### src/rtl/bus_owner_arbiter.sv
// bus_owner_arbiter: registered round-robin owner of the CPU bus mux select with hold-time preemption
module bus_owner_arbiter #(
    parameter int NUM_SRC = 24,
    parameter int SEL_W = 5,
    parameter int MAX_HOLD = 4,
    parameter logic [SEL_W-1:0] IDLE_SEL = {SEL_W{1'b1}}
) (
    input  logic               clk,
    input  logic               clr,
    input  logic [NUM_SRC-1:0] req,
    input  logic               lock,
    output logic [NUM_SRC-1:0] gnt,
    output logic [SEL_W-1:0]   bus_sel,
    output logic               bus_busy,
    output logic               preempt
);
    localparam int IW = $clog2(NUM_SRC);
    localparam int HW = $clog2(MAX_HOLD + 1);
    typedef enum logic {IDLE, OWN} state_t;
    state_t state_q, state_d;
    logic [IW-1:0] last_q, last_d, pick;
    logic [HW-1:0] hold_q, hold_d;
    logic [NUM_SRC-1:0] gnt_q, gnt_d, cand;
    logic [SEL_W-1:0] sel_q, sel_d;
    logic busy_q, busy_d, pre_q, pre_d, found;
    function automatic logic [IW-1:0] wrap(input int v);
        return IW'(v % NUM_SRC);
    endfunction
    // round-robin scan from last+1; in OWN, last is the owner and is excluded as a contender
    always_comb begin
        cand = req;
        if (state_q == OWN) cand[last_q] = 1'b0;
        found = 1'b0;
        pick = last_q;
        for (int k = 1; k <= NUM_SRC; k++) begin
            if (!found && cand[wrap(int'(last_q) + k)]) begin
                found = 1'b1;
                pick = wrap(int'(last_q) + k);
            end
        end
    end
    // next owner: release beats preemption beats keeping; last always tracks the owner
    always_comb begin
        state_d = state_q;
        last_d = last_q;
        hold_d = hold_q;
        pre_d = 1'b0;
        if (state_q == IDLE) begin
            if (found) begin
                state_d = OWN;
                last_d = pick;
                hold_d = HW'(1);
            end
        end else if (!req[last_q]) begin
            state_d = found ? OWN : IDLE;
            last_d = found ? pick : last_q;
            hold_d = found ? HW'(1) : '0;
        end else if (hold_q >= HW'(MAX_HOLD) && !lock && found) begin
            last_d = pick;
            hold_d = HW'(1);
            pre_d = 1'b1;
        end else begin
            hold_d = (hold_q >= HW'(MAX_HOLD)) ? hold_q : hold_q + HW'(1);
        end
        busy_d = state_d == OWN;
        gnt_d = busy_d ? (NUM_SRC'(1) << last_d) : '0;
        sel_d = busy_d ? SEL_W'(last_d) : IDLE_SEL;
    end
    // state and registered outputs; clr starts last at the top so source 0 wins first
    always_ff @(posedge clk) begin
        if (clr) begin
            state_q <= IDLE;
            last_q <= IW'(NUM_SRC - 1);
            hold_q <= '0;
            gnt_q <= '0;
            sel_q <= IDLE_SEL;
            busy_q <= 1'b0;
            pre_q <= 1'b0;
        end else begin
            state_q <= state_d;
            last_q <= last_d;
            hold_q <= hold_d;
            gnt_q <= gnt_d;
            sel_q <= sel_d;
            busy_q <= busy_d;
            pre_q <= pre_d;
        end
    end
    assign gnt = gnt_q;
    assign bus_sel = sel_q;
    assign bus_busy = busy_q;
    assign preempt = pre_q;
endmodule

### config.mk
export PLATFORM = sky130hd
export DESIGN_NAME = bus_owner_arbiter
export DESIGN_NICKNAME = d
export VERILOG_FILES = /design/src/rtl/bus_owner_arbiter.sv
export SDC_FILE = /design/constraint.sdc
export NUM_CORES = 1
export LEC_CHECK = 0
export CAP_MARGIN = 25
export CELL_PAD_IN_SITES_DETAIL_PLACEMENT = 1
export CELL_PAD_IN_SITES_GLOBAL_PLACEMENT = 1
export CORE_ASPECT_RATIO = 1.2
export CORE_MARGIN = 2
export CORE_UTILIZATION = 43
export DETAILED_ROUTE_END_ITERATION = 6
export PLACE_DENSITY_LB_ADDON = 0.1
export SYNTH_ARGS = -nofsm -noshare
export SYNTH_HDL_FRONTEND = slang
export SYNTH_SLANG_ARGS = --single-unit
### constraint.sdc
create_clock -name clk -period 6.3 [get_ports clk]
set_input_delay 0.63 -clock clk [delete_from_list [all_inputs] [get_ports clk]]
set_output_delay 0.63 -clock clk [all_outputs]
set_load 0.05 [all_outputs]
=== Word level (Yosys, flattened, before mapping) ===
Cells that the tools add are included.

* Div/mod/pow operators: 24
* Shift operators: 1
* Magnitude comparators: 27
* Eq/ne operators: 1
* Multiplexer cells: 115
* Reductions and logical operators: 54
* Bitwise operators: 5
* Add/sub/neg operators: 25

{| class="wikitable"
|+ Operator list
! cell !! number
|-
| modulo 32 x 6 -> 32 bit, second input constant || 24
|-
| < comparator 5 x 6 -> 1 bit, second input constant || 25
|-
| two-way mux 5 bit || 28
|-
| binary-select mux 1 bit (select 5 bit) || 25
|-
| two-way mux 1 bit || 55
|-
| adder 5 x 5 -> 6 bit, second input constant || 9
|-
| adder 5 x 4 -> 6 bit, second input constant || 8
|-
| logical AND 1 bit || 26
|-
| adder 5 x 3 -> 6 bit, second input constant || 4
|-
| bitwise AND 24 bit || 1
|-
| zero test 1 bit || 24
|-
| two-way mux 24 bit || 1
|-
| inverter 24 bit || 1
|-
| left shift 1 x 5 -> 24 bit, first input constant || 1
|-
| two-way mux 3 bit || 5
|-
| adder 5 x 2 -> 6 bit, second input constant || 2
|-
| adder 5 x 1 -> 6 bit, second input constant || 1
|-
| demux 1 bit (select 5 bit) || 1
|-
| greater-or-equal comparator 5 x 1 -> 1 bit, second input constant || 1
|-
| inequality test 4 x 3 -> 1 bit, second input constant || 1
|-
| adder 3 x 1 -> 3 bit, second input constant || 1
|-
| greater-or-equal comparator 3 bit, second input constant || 1
|-
| inverter 1 bit || 3
|-
| OR reduction 3 bit || 1
|-
| other kinds (3) || 3
|}

* Logic and storage cells: 258
* Input port bits: 27
* Output and inout port bits: 31
* Register bits after elaboration: 39

=== Longest topological paths before layout ===
* Depth after elaboration: 84
* Gate-level depth with buffers: 26
* Gate-level depth less buffers: 19

=== Least setup slack after synthesis ===
No wires, ideal clock.

* Kind: register to register
* Start point: register last_q[1]
* End point: register gnt_q[20] (netlist: gnt[20])
* Path buffers: 6
* Required time: 6160 ps
* Period minus slack after synthesis: 5782 ps
* Stages on the path, launching flop included: 25
* Data arrival time: 5642 ps
* Library setup time: 140 ps
* Slack: 518 ps
* Path through: dfxtp_1 buf_2 buf_4 inv_1 buf_1 ha_1 buf_2 buf_2 nand2b_1 a21oi_1 nor2_1 ha_1 a2111oi_0 nor3_1 a211oi_1 mux2_2 mux2i_1 nor3_2 and4_1 buf_6 and2_1 a2111oi_0 o21ai_0 o211ai_2 nor4_1

* Longest elaborated chain between the ends: 84
* Elaborated cells between the ends (all ways): 211
* Classes of those cells: 24 x add/sub; 24 x div; 2 x order compare; 1 x shift; 108 x mux; 3 x bitwise; 49 x reduce/logical

{| class="wikitable"
|+ RTL lines
! what !! RTL line !! text
|-
| from (decl) || 21 || <nowiki>logic [IW-1:0] last_q, last_d, pick;</nowiki>
|-
| from (signal assigned) || 73 || <nowiki>last_q <= IW'(NUM_SRC - 1);</nowiki>
|-
| from (signal assigned) || 81 || <nowiki>last_q <= last_d;</nowiki>
|-
| branches (longest 84 deep; another with modulo 32 x 6 -> 32 bit) || n/a ||
|-
| to (signal assigned) || 83 || <nowiki>gnt_q <= gnt_d;</nowiki>
|-
| to (decl) || 23 || <nowiki>logic [NUM_SRC-1:0] gnt_q, gnt_d, cand;</nowiki>
|}

Parallel ways; which one is timed is not known. The select of a mux whose other input is x is not followed.
A chain may end at the register's enable or synchronous reset.

=== Worst setup path in the final report ===
* Start point: register last_q[2]
* End point: register gnt_q[22] (netlist: gnt[22])

The elaborated chain is that of the path after synthesis.

==> key figures <==
Clock network
  – Post-cts hold buffer count: 0
  – CTS H-tree depth: 2
  – CTS tree: built
  – Root cell of the clock tree: clkbuf_16
  – Post-CTS Repair Setup Buffers: 0
  – Bufs on Longest Clock Path: 2
  – Clock slew at reported path FFs: 60 ps
  – Later-pin clock latency in the skew report: 280 ps
  – Total CTS buffers: 5
  – Sink Count: 39

Synthesis
  – Syn avg cell area: 7.408 um2
  – Top cell type's share of synthesized area: 0.07767
  – Synthesized Nets: 1435
  – Post-synthesis share of cell area spent on xor and xnor gates: 0.03298
  – Post-synthesis instance total: 1357
  – Number of synthesis warnings: 0
  – Largest family of logic cells by synthesized area: compound AO/OA/AOI/OAI gates
  – Portion of the post-synthesis area used by sequential elements: 0.07767
  – Synthesis-stage register bit count: 39
  – Top FF cell, synth: dfxtp_1
  – Count of flip-flops with a built-in enable after synthesis: 0
  – Share of the synthesized area in compound gates (AO/OA/AOI/OAI): 0.3404
  – Fraction of registers with async set or reset after synthesis: 0
  – Largest area contributor in the synthesized netlist: dfxtp_1
  – Post-Synth Adder-Cell Area: 0.06348
  – Unique masters post-synth: 112
  – Synth Area in Simple Gates: 0.3209
  – Mux share of post-synthesis cell area: 0.1009
  – Post-Syn Area: 10050 um2
  – Top cells by area, synth: dfxtp_1 7.8%, ha_1 6.3%, mux4_2 4.7%, a21oi_1 3.8%, nand2_1 3.7%

Critical path
  – Top fanout value on the critical path: 66
  – Chain of cells forming the critical path: buf_12 > ha_2 > a21boi_0 > nor2_1 > nor2_1 > ha_1 > nand2b_1 > a21oi_1 > mux2i_1 > o21a_1 > o211a_1 > nor3_2 > a2bb2oi_1 > o21ai_0 > a22oi_1 > o211ai_1 > a311oi_4 > nand2b_1 > nor4_1
  – Crit-path max cell delay: 550 ps
  – Slowest stage cell on the critical path: nor3_2
  – Kind of capture point of the worst setup path: flop
  – Crit path launch type: flop
  – Worst path required time: 6480 ps
  – Critical path class: reg -> reg
  – Arrival time reported for the critical path endpoint: 6130 ps

Timing
  – Time the worst path needs with I/O delays and setup: 5954 ps
  – Worst Clk Skew: 1.369 ps
  – Endpoints failing setup: 0
  – Setup repair after global routing missed its margin: false
  – Count of endpoints failing hold in the final timing report: 0
  – Slew @ Worst Pin: 871.8 ps
  – Maximum clock frequency: 0.1679 GHz
  – Final count of pins violating max slew: 0
  – Max-slew headroom: 0.4146
  – Fin crit share: 0.9451
  – Final sum of negative setup slack: 0 ps

Floorplanning
  – Die Wd: 143.6 um
  – Initial standard-cell utilization of the core: 0.4361
  – Overall die height: 171.5 um
  – Core area: 23050 um2
  – Num ports: 58
  – Number of placement rows: 61
  – Die area: 24620 um2

Final layout
  – Total number of nets in the final design: 1490
  – Antenna cell count: 0
  – Share of post-route cells with drive strength above 1: 0.1401
  – Layout overhead on the synthesized area: 13.24%

Min path
  – Worst min-delay path category: reg -> reg

Detailed routing
  – Total wire length after detailed routing: 46030 um
  – Routed len/inst: 26.64 um
  – Antenna violation net count after detailed routing: 0
  – Drt first pass iters: 6
  – Drt via density: 6.950
  – DRT iter0 DRCs: 991
  – Residual DRC count: 0
  – Via count: 12010

Global route
  – Global-route wire length before repair: 70430 um
  – Via count of the first global-routing pass: 11840
  – Total track usage: 0.3708
  – Maximum number of pins on one net before global-route repair: 67
  – Overflow after GRT: 0
  – Number of antenna violations at the first check in global routing: 1

Placement
  – Count of buffers from port buffering: 57
  – HPWL after DPL: 36610 um
  – Global placement routability congestion: 1.035

Outcome
  – Outcome: completed

Flow run
  – Max_cap viols: 0
-- final cells by class --
type | instances | area, um2
Clock inverter | 2 | 12.51
Fill cell | 2900 | 11670
Multi-Input combinational cell | 1181 | 8685
Sequential cell | 39 | 787.0
Inverter | 48 | 180.2
Timing Repair Buffer | 137 | 1196
Clock buffer | 6 | 128.9
Tap cell | 315 | 394.1
-- metal layers --
metal	global-route usage	wire length, um
met5	0	0
met4	0.2118	3191
met3	0.04148	3028
met2	0.6176	21160
met1	0.4624	18650
-- sequential cells by signal, summed over array words and instances (netlist names) --
signal    cells
hold_q        3
bus_busy      1
bus_sel       5
preempt       1
last_q        5
gnt          24
-- Yosys cell counts (all sizes together) (10+ instances only) --
cell     instances
nand2           99
nor2            83
a21oi           80
nand3           74
o21ai           69
buf             61
nor3            61
ha              51
nor2b           49
inv             47
dfxtp           39
mux2i           38
nand4           36
nand2b          34
and2            33
o211ai          30
xnor2           30
clkbuf          28
a32oi           25
a32o            21
mux4            21
o22ai           18
a31oi           17
a211oi          16
a21o            16
mux2            14
nand4b          14
and3            13
o311ai          13
nor4            12
nand3b          11
o2111ai         11
a21boi          10
o31ai           10
-- worst max-delay path: cells and delay by family, from the launching register on --
family | cells | cell delay [ps]
simple gates | 6 | 1880
fa+ha+maj | 2 | 730
mux | 1 | 120
buf+inv | 1 | 320
compound gates | 9 | 2430
flops | 1 | 350
-- cells by family after synthesis --
kind of cell,Yosys count
buffers and inverters,137
AOI/OAI and AO/OA,455
and+or+nand+nor,568
xor gates and xnor gates,34
muxes,73
DFF,39
adders and majority gates,51
-- placed cells by master, fill, tap and decap left out, drive strengths merged, types with 38 or more instances in the layout --
| cell | instances |
|---|---|
| nor3 | 61 |
| o21ai | 69 |
| nand2 | 99 |
| nor2b | 49 |
| clkdlybuf4s50 | 57 |
| dfxtp | 39 |
| inv | 47 |
| a21oi | 80 |
| buf | 80 |
| nand3 | 74 |
| nor2 | 83 |
| ha | 51 |
| mux2i | 38 |
-- stage by stage --
stage	area, um2	hold WS (ps)	instances	utilization	setup slack (ps)
floorplan	10050	478.8	1357	-	517.9
global placement	11190	510.7	1720	0.4855	354.6
detailed placement	11190	516.7	1720	0.4855	217.7
CTS	11330	527.2	1728	0.4916	175.9
global route	11380	566.6	1728	0.4939	2.151
finish	11380	529.8	1728	0.4939	345.7
-- final timing paths --
check,to,start,slack [ps],depth (start not counted)
max,gnt[22]$_SDFF_PP0_,last_q[2]$_SDFF_PP1_,350,19
min,hold_q[2]$_SDFFE_PP0P_,hold_q[2]$_SDFFE_PP0P_,530,2
max reg2reg,gnt[22]$_SDFF_PP0_,last_q[2]$_SDFF_PP1_,350,19
min reg2reg,hold_q[2]$_SDFFE_PP0P_,hold_q[2]$_SDFFE_PP0P_,530,2
-- what timing repair did --
item | in CTS | in global routing
gates resized for setup | 0 | 10
endpoints found under the setup margin | 0 | 30
hold endpoints to repair | 0 | 0
Power is not shown: default switching activity piles up to over one toggle a cycle in this logic, so the estimate is an artifact.
